$ cat src/rtl/fp_pkg.sv
// Shared fixed-point package: word types, saturating helpers and the synapse sweep state type.
package fp;

  localparam int WORD_LENGTH = 16;
  localparam int WW          = 2 * WORD_LENGTH;

  typedef logic signed [WORD_LENGTH-1:0] fpType;
  typedef logic signed [WW-1:0]          fpWideType;

  typedef enum logic [1:0] {
    IDLE  = 2'd0,
    SWEEP = 2'd1,
    OUT   = 2'd2
  } synArrayState_t;

  localparam fpWideType WORD_MAX = fpWideType'((64'sd1 <<< (WORD_LENGTH - 1)) - 64'sd1);
  localparam fpWideType WORD_MIN = ~WORD_MAX;

  function automatic logic [WORD_LENGTH-1:0] sat_add_u(input logic [WORD_LENGTH-1:0] a,
                                                       input logic [WORD_LENGTH-1:0] b);
    logic [WORD_LENGTH:0] s;
    s = {1'b0, a} + {1'b0, b};
    if (s[WORD_LENGTH]) return '1;
    else return s[WORD_LENGTH-1:0];
  endfunction

  // Signed add saturating to a 'width'-bit two's complement range (width <= WW)
  function automatic fpWideType sat_add_s(input fpWideType a, input fpWideType b, input int width);
    logic signed [WW:0] s;
    logic signed [WW:0] hi;
    logic signed [WW:0] lo;
    logic signed [WW:0] one;
    one = (WW + 1)'(1);
    s   = {a[WW-1], a} + {b[WW-1], b};
    hi  = (one <<< (width - 1)) - one;
    lo  = ~hi;
    if (s > hi) return hi[WW-1:0];
    else if (s < lo) return lo[WW-1:0];
    else return s[WW-1:0];
  endfunction

  function automatic fpType clamp_word(input fpWideType a);
    if (a > WORD_MAX) return WORD_MAX[WORD_LENGTH-1:0];
    else if (a < WORD_MIN) return WORD_MIN[WORD_LENGTH-1:0];
    else return a[WORD_LENGTH-1:0];
  endfunction

endpackage

$ cat src/rtl/synapse_channel_alu.sv
// Combinational per-channel datapath: conductance decay, spike weight add and channel current.
// SYNAPSE_ARRAY_SAT_EN selects a saturating weight add; otherwise the add wraps.
module synapse_channel_alu
  import fp::*;
#(
  parameter int DECAY_SHIFT = 15,
  parameter int OUT_SHIFT   = 9
) (
  input  logic [WORD_LENGTH-1:0] gsyn,
  input  logic [WORD_LENGTH-1:0] tau_syn,
  input  logic [WORD_LENGTH-1:0] weight,
  input  logic                   pending,
  input  fpType                  e_rev,
  input  fpType                  vmem,
  output logic [WORD_LENGTH-1:0] gsyn_next,
  output fpWideType              current
);

  localparam int WL = WORD_LENGTH;
  localparam logic [WL-1:0] G_ONE = WL'(1);

  logic [2*WL-1:0]      decay_prod;
  logic [WL-1:0]        decay;
  logic [WL-1:0]        g_decayed;
  fpType                diff;
  logic signed [2*WL:0] diff_x;
  logic signed [2*WL:0] g_x;
  logic signed [2*WL:0] cur_prod;

  // A conductance that no longer decays is forced to zero so channels always go quiet
  always_comb begin
    decay_prod = {{WL{1'b0}}, gsyn} * {{WL{1'b0}}, tau_syn};
    decay      = WL'(decay_prod >> DECAY_SHIFT);
    if (gsyn == G_ONE || (gsyn != '0 && decay == '0)) g_decayed = '0;
    else g_decayed = gsyn - decay;

    if (pending) begin
`ifdef SYNAPSE_ARRAY_SAT_EN
      gsyn_next = sat_add_u(g_decayed, weight);
`else
      gsyn_next = g_decayed + weight;
`endif
    end else begin
      gsyn_next = g_decayed;
    end

    diff     = e_rev - vmem;
    diff_x   = (2*WL + 1)'(diff);
    g_x      = signed'({{(WL+1){1'b0}}, gsyn_next});
    cur_prod = diff_x * g_x;
    current  = fpWideType'(cur_prod >>> OUT_SHIFT);
  end

endmodule

$ cat src/rtl/synapse_array.sv
// Time-multiplexed conductance synapse array with a word-serial config chain.
// SYNAPSE_ARRAY_SAT_EN enables saturation of gsyn add, accumulator and output; otherwise all wrap.
module synapse_array
  import fp::*;
#(
  parameter int N_SYN       = 4,
  parameter int DECAY_SHIFT = 15,
  parameter int OUT_SHIFT   = 9,
  parameter int ACC_WIDTH   = 24
) (
  input  logic             clk,
  input  logic             reset_n,
  input  logic             tick,
  input  logic [N_SYN-1:0] spike_in,
  input  fpType            vmem,
  output fpType            output_current,
  output logic             current_valid,
  output logic             busy,
  output logic             tick_overrun,
  input  logic             cfg_valid,
  input  fpType            cfg_data_in,
  output fpType            cfg_data_out,
  output logic             cfg_ready
);

  localparam int IDX_W = (N_SYN > 1) ? $clog2(N_SYN) : 1;
  localparam int CHAIN = 3 * N_SYN;
  localparam logic [IDX_W-1:0] LAST = IDX_W'(N_SYN - 1);

  synArrayState_t              state;
  logic [IDX_W-1:0]            idx;
  logic [WORD_LENGTH-1:0]      gsyn [N_SYN];
  logic [N_SYN-1:0]            pending;
  logic [N_SYN-1:0]            clear_mask;
  fpType                       chain [CHAIN];
  fpType                       e_rev [N_SYN];
  logic [WORD_LENGTH-1:0]      weight [N_SYN];
  logic [WORD_LENGTH-1:0]      tau_syn [N_SYN];
  fpType                       vmem_q;
  logic signed [ACC_WIDTH-1:0] acc;
  logic signed [ACC_WIDTH-1:0] acc_next;
  fpType                       out_word;
  logic [WORD_LENGTH-1:0]      g_next;
  fpWideType                   cur;
  logic                        cfg_shift;

  assign cfg_ready    = !busy;
  assign cfg_shift    = cfg_valid && !busy;
  assign tick_overrun = tick && busy;

  // Channel 0 sits nearest cfg_data_in, ordered E_rev, weight, tau_syn
  for (genvar k = 0; k < N_SYN; k++) begin : g_cfg
    assign e_rev[k]   = chain[3*k];
    assign weight[k]  = chain[3*k+1];
    assign tau_syn[k] = chain[3*k+2];
  end

  // Config shift chain is deliberately left out of reset so settings survive it
  always_ff @(posedge clk) begin
    if (cfg_shift) begin
      chain[0] <= cfg_data_in;
      for (int k = CHAIN - 1; k > 0; k--) chain[k] <= chain[k-1];
      cfg_data_out <= chain[CHAIN-1];
    end
  end

  always_comb begin
    clear_mask = '0;
    if (state == SWEEP) clear_mask[idx] = 1'b1;
    else clear_mask = '0;
  end

  // Set beats clear so a spike landing on its own channel's slot waits for the next sweep
  always_ff @(posedge clk) begin
    if (!reset_n) pending <= '0;
    else pending <= (pending & ~clear_mask) | spike_in;
  end

  synapse_channel_alu #(
    .DECAY_SHIFT(DECAY_SHIFT),
    .OUT_SHIFT  (OUT_SHIFT)
  ) u_alu (
    .gsyn     (gsyn[idx]),
    .tau_syn  (tau_syn[idx]),
    .weight   (weight[idx]),
    .pending  (pending[idx]),
    .e_rev    (e_rev[idx]),
    .vmem     (vmem_q),
    .gsyn_next(g_next),
    .current  (cur)
  );

  always_comb begin
`ifdef SYNAPSE_ARRAY_SAT_EN
    acc_next = ACC_WIDTH'(sat_add_s(fpWideType'(acc), cur, ACC_WIDTH));
    out_word = clamp_word(fpWideType'(acc_next));
`else
    acc_next = ACC_WIDTH'(fpWideType'(acc) + cur);
    out_word = fpType'(acc_next[WORD_LENGTH-1:0]);
`endif
  end

  // The output is registered on the last channel's edge so it is visible during OUT
  always_ff @(posedge clk) begin
    if (!reset_n) begin
      state          <= IDLE;
      idx            <= '0;
      acc            <= '0;
      vmem_q         <= '0;
      output_current <= '0;
      current_valid  <= 1'b0;
      busy           <= 1'b0;
      for (int k = 0; k < N_SYN; k++) gsyn[k] <= '0;
    end else begin
      current_valid <= 1'b0;
      case (state)
        IDLE: begin
          if (tick) begin
            vmem_q <= vmem;
            acc    <= '0;
            idx    <= '0;
            state  <= SWEEP;
            busy   <= 1'b1;
          end
        end
        SWEEP: begin
          gsyn[idx] <= g_next;
          acc       <= acc_next;
          if (idx == LAST) begin
            output_current <= out_word;
            current_valid  <= 1'b1;
            state          <= OUT;
          end else begin
            idx <= idx + IDX_W'(1);
          end
        end
        OUT: begin
          state <= IDLE;
          busy  <= 1'b0;
        end
        default: begin
          state <= IDLE;
          busy  <= 1'b0;
        end
      endcase
    end
  end

endmodule

$ cat config.mk
export PLATFORM = sky130hd
export DESIGN_NAME = synapse_array
export DESIGN_NICKNAME = d
export VERILOG_FILES = /design/src/rtl/fp_pkg.sv /design/src/rtl/synapse_channel_alu.sv /design/src/rtl/synapse_array.sv
export SDC_FILE = /design/constraint.sdc
export NUM_CORES = 2
export LEC_CHECK = 0
export ABC_CLOCK_PERIOD_IN_PS = 26300
export CELL_PAD_IN_SITES_DETAIL_PLACEMENT = 0
export CELL_PAD_IN_SITES_GLOBAL_PLACEMENT = 1
export CORE_ASPECT_RATIO = 0.5
export CORE_MARGIN = 3
export CORE_UTILIZATION = 55
export DETAILED_ROUTE_END_ITERATION = 10
export PLACE_DENSITY_LB_ADDON = 0.1
export RECOVER_POWER = 100
export SLEW_MARGIN = 0
export SYNTH_ARGS = -nofsm -noshare
export SYNTH_HDL_FRONTEND = slang
export SYNTH_SLANG_ARGS = --single-unit
$ cat constraint.sdc
create_clock -name clk -period 26.3 [get_ports clk]
set_input_delay 3.945 -clock clk [delete_from_list [all_inputs] [get_ports clk]]
set_output_delay 3.945 -clock clk [all_outputs]
set_load 0.03 [all_outputs]
==> flow_summary.toml <==
[timing]
fin_crit_ns = 22.02
max_slew.worst_pin.slew_ns = 10.69
finalSetupTns_ns = 0
finClkSkew_ns = 0.0121
hold_slack_ns = 0.440
rsz0062_at_grt = "false"
finalSetupViolCount = 0
fin_crit_sh = 0.837
fmax_ghz = 0.0454
maxSlewViolCount = 350
slew_headroom = -6.13
hold_viol = 0

[die]
fp-row-count = 60
dieWidth_um = 342
die_y_um = 174
ios = 76
core_area_um2 = 54700
start_util = 0.566
die-area_um2 = 59400

[clock_tree]
clkTransAtPathRegs_ns = 0.07
clkLatencyLatePin_ns = 0.59
cts-htree-levels = 1
cts_setup_buffers = 0
cts_hold_buf = 0
post_cts_resized = 0
cts_sinks = 332
cts_buffers = 29
cts_tree = "yes"
ctsRootBufferMaster = "clkbuf_16"
cts_max_path_buffers = 3

[placement]
gp_congestion = 0.939
placedCellCount = 3739
place.port_buffers = 75
dpl.hpwl_mm = 62.4

[final_layout]
drive_above_1_share = 0.0512
fill_cells = 4678
fin_cells = 3793
layout.nets = 3678
area_growth_pct = 7.86
final_core_util = 0.610

[flow_run]
cap_violations = 6

[global_routing]
globalRouteOverflowTotal = 0
antenna_found_initial = 3
track_usage = 0.279
grt_pass1_wl_mm = 127
first_global_vias = 22374
grt_start_max_net_pins = 209

[yosys]
syn-cell-area_um2 = 31000
synthFlopType = "edfxtp_1"
ys_types = 83
ys_ff_latch = 332
ys_seq_area_frac = 0.302
async_reset_ff_frac = 0
synth_compound_area_frac = 0.0686
synth_edf_count = 272
syn_inst = 2979
synth_adder_area_share = 0.337
syn_area_per_cell_um2 = 10.4
synth_warnings = 0
syn_nets = 3631
synthSimpleGateAreaFrac = 0.134
muxShareOfSynthArea = 0.0563
synth-xor-area-share = 0.0297
synth_top_family_by_area = "adder cells"

[hold_path]
hold_depth = 0
hold_path.class = "reg2reg"

[setup_path]
cp.arrival_ns = 22.51
rr_startpoint = "idx[1]"
crit_end = "output_current[15]"
startpoint = "idx[1]"
crit_fanout = 42
startpoint_type = "register"
path_class = "reg2reg"
rr_worst_depth = 64
rrSetupSlack_ns = 4.28
critPathCaptureType = "register"
cp.required_ns = 26.79
worstReg2RegEnd = "output_current[15]"
critPathMaxStageDelay_ns = 1.73
critPathSlowestCell = "dfxtp_1"
crit_top_cell = "fa_1"

[route]
ant_nets = 0
vias = 21523
met3_length_mm = 6.41
first_pass_iters = 5
top_layer_used = "met5"
avgRoutedWirePerCell_um = 21.1
drt_drc_violations_left = 0
vias_per_cell = 5.67
drt_iter0_markers = 1813
dr_wl_met2_mm = 36.3
totalWireLength_mm = 80.0
m1WireLength_mm = 35.8

[outcome]
violations = "max-capacitance violations, max-slew violations"
outcome = "finished with violations"
## Yosys cell counts (3+ instances only)
cell | instances | share of area
clkbuf_1 | 86 | 0.010
a21boi_0 | 32 | 0.0078
nor4_1 | 9 | 0.0018
o21bai_1 | 14 | 0.0034
nand4_1 | 16 | 0.0032
clkinv_1 | 5 | 0.00061
o21ai_0 | 48 | 0.0078
nand3b_1 | 6 | 0.0015
buf_1 | 9 | 0.0011
o211ai_1 | 4 | 0.00097
mux2i_1 | 40 | 0.013
a22o_1 | 11 | 0.0031
inv_1 | 483 | 0.059
dfxtp_1 | 60 | 0.039
a41oi_1 | 3 | 0.00085
or3_1 | 12 | 0.0024
fa_1 | 371 | 0.24
nand2b_1 | 54 | 0.011
or2_2 | 9 | 0.0018
a21o_1 | 26 | 0.0063
edfxtp_1 | 272 | 0.26
o41ai_1 | 3 | 0.00085
ha_1 | 241 | 0.097
a31oi_1 | 7 | 0.0014
nor2b_1 | 34 | 0.0069
and2_1 | 74 | 0.015
o311ai_1 | 3 | 0.00085
nand2_1 | 344 | 0.042
o21a_1 | 24 | 0.0058
and3_1 | 6 | 0.0012
nor3_1 | 19 | 0.0031
mux2_2 | 26 | 0.0095
buf_2 | 6 | 0.00097
mux4_2 | 46 | 0.033
xnor2_1 | 73 | 0.021
o31ai_1 | 8 | 0.0019
and4_1 | 4 | 0.0011
a22oi_1 | 3 | 0.00073
o2111ai_1 | 5 | 0.0014
o21ai_1 | 12 | 0.0019
xor2_1 | 27 | 0.0076
nand3_1 | 20 | 0.0032
a21oi_1 | 76 | 0.012
a211oi_1 | 4 | 0.00097
nor2_1 | 297 | 0.036
## how the worst min path moves through the flow
stage                              from             to
final                     chain[0][139]  chain[0][155]
after detailed placement   chain[0][66]   chain[0][82]
after CTS                 chain[0][139]  chain[0][155]
after floorplan           chain[0][132]  chain[0][148]
after global routing      chain[0][118]  chain[0][134]
after global placement     chain[0][50]   chain[0][66]
## area by class of cell
class	instances	area, um2	share of cell area
sequential	332	9370	0.281
inverter	489	1840	0.0549
multi-input combinational	2056	19400	0.579
clock inverter	14	116	0.00348
clock buffer	39	783	0.0234
tap	744	931	0.0279
antenna	1	2.50	0.0000749
timing repair buffer	118	1010	0.0303
## flip-flops by register name, summed over array words and instances, names as in the netlist, named ones only
register        flops
busy                1
acc                16
state               2
chain             192
idx                 2
current_valid       1
cfg_data_out       16
output_current     16
pending             4
gsyn               64
vmem_q             16
## through the flow
step                instance area, um2  setup WS (ns)
global placement                 32600           7.18
finish                           33400           4.28
floorplan                        31000           8.32
global route                     33400           2.68
detailed placement               32600           6.88
CTS                              33500           6.82
## routing by layer
metal	vias to the layer above	global-route usage
met5	-	0
met4	6	0.0525
met3	105	0.0577
met2	743	0.439
met1	10867	0.404
li1	9802	-
## critical path, delay by kind of cell, from the launching register on
family                     cells  cell delay [ns]
AOI/OAI and AO/OA             17             6.14
xor gates and xnor gates       5             1.30
adders and majority gates     16             7.48
buffers and inverters         13             2.09
DFF                            1             1.73
muxes                          1             0.38
and+or+nand+nor               12             2.73
## cells in the final DEF (no fill, tap or decap), types with 50 or more instances in the layout
master and instances:
a21oi_1 76, and2_1 70, dfxtp_1 59, dlygate4sd3_1 54
edfxtp_1 272, fa_1 371, ha_1 241, inv_1 483
nand2_1 344, nand2b_1 54, nor2_1 297, o21ai_0 50
xnor2_1 73
## cell families (layout without fill, tap and decap cells)
family	Yosys count	count (layout)
simple gates	917	917
other cells	0	1
buf+inv	591	660
fa+ha+maj	612	612
xor+xnor	102	102
mux	113	113
compound gates	312	312
flops	332	332
Power is left out: the tool's default activity adds up to more than one toggle a clock period on the data nets, which glitch-free logic cannot reach.
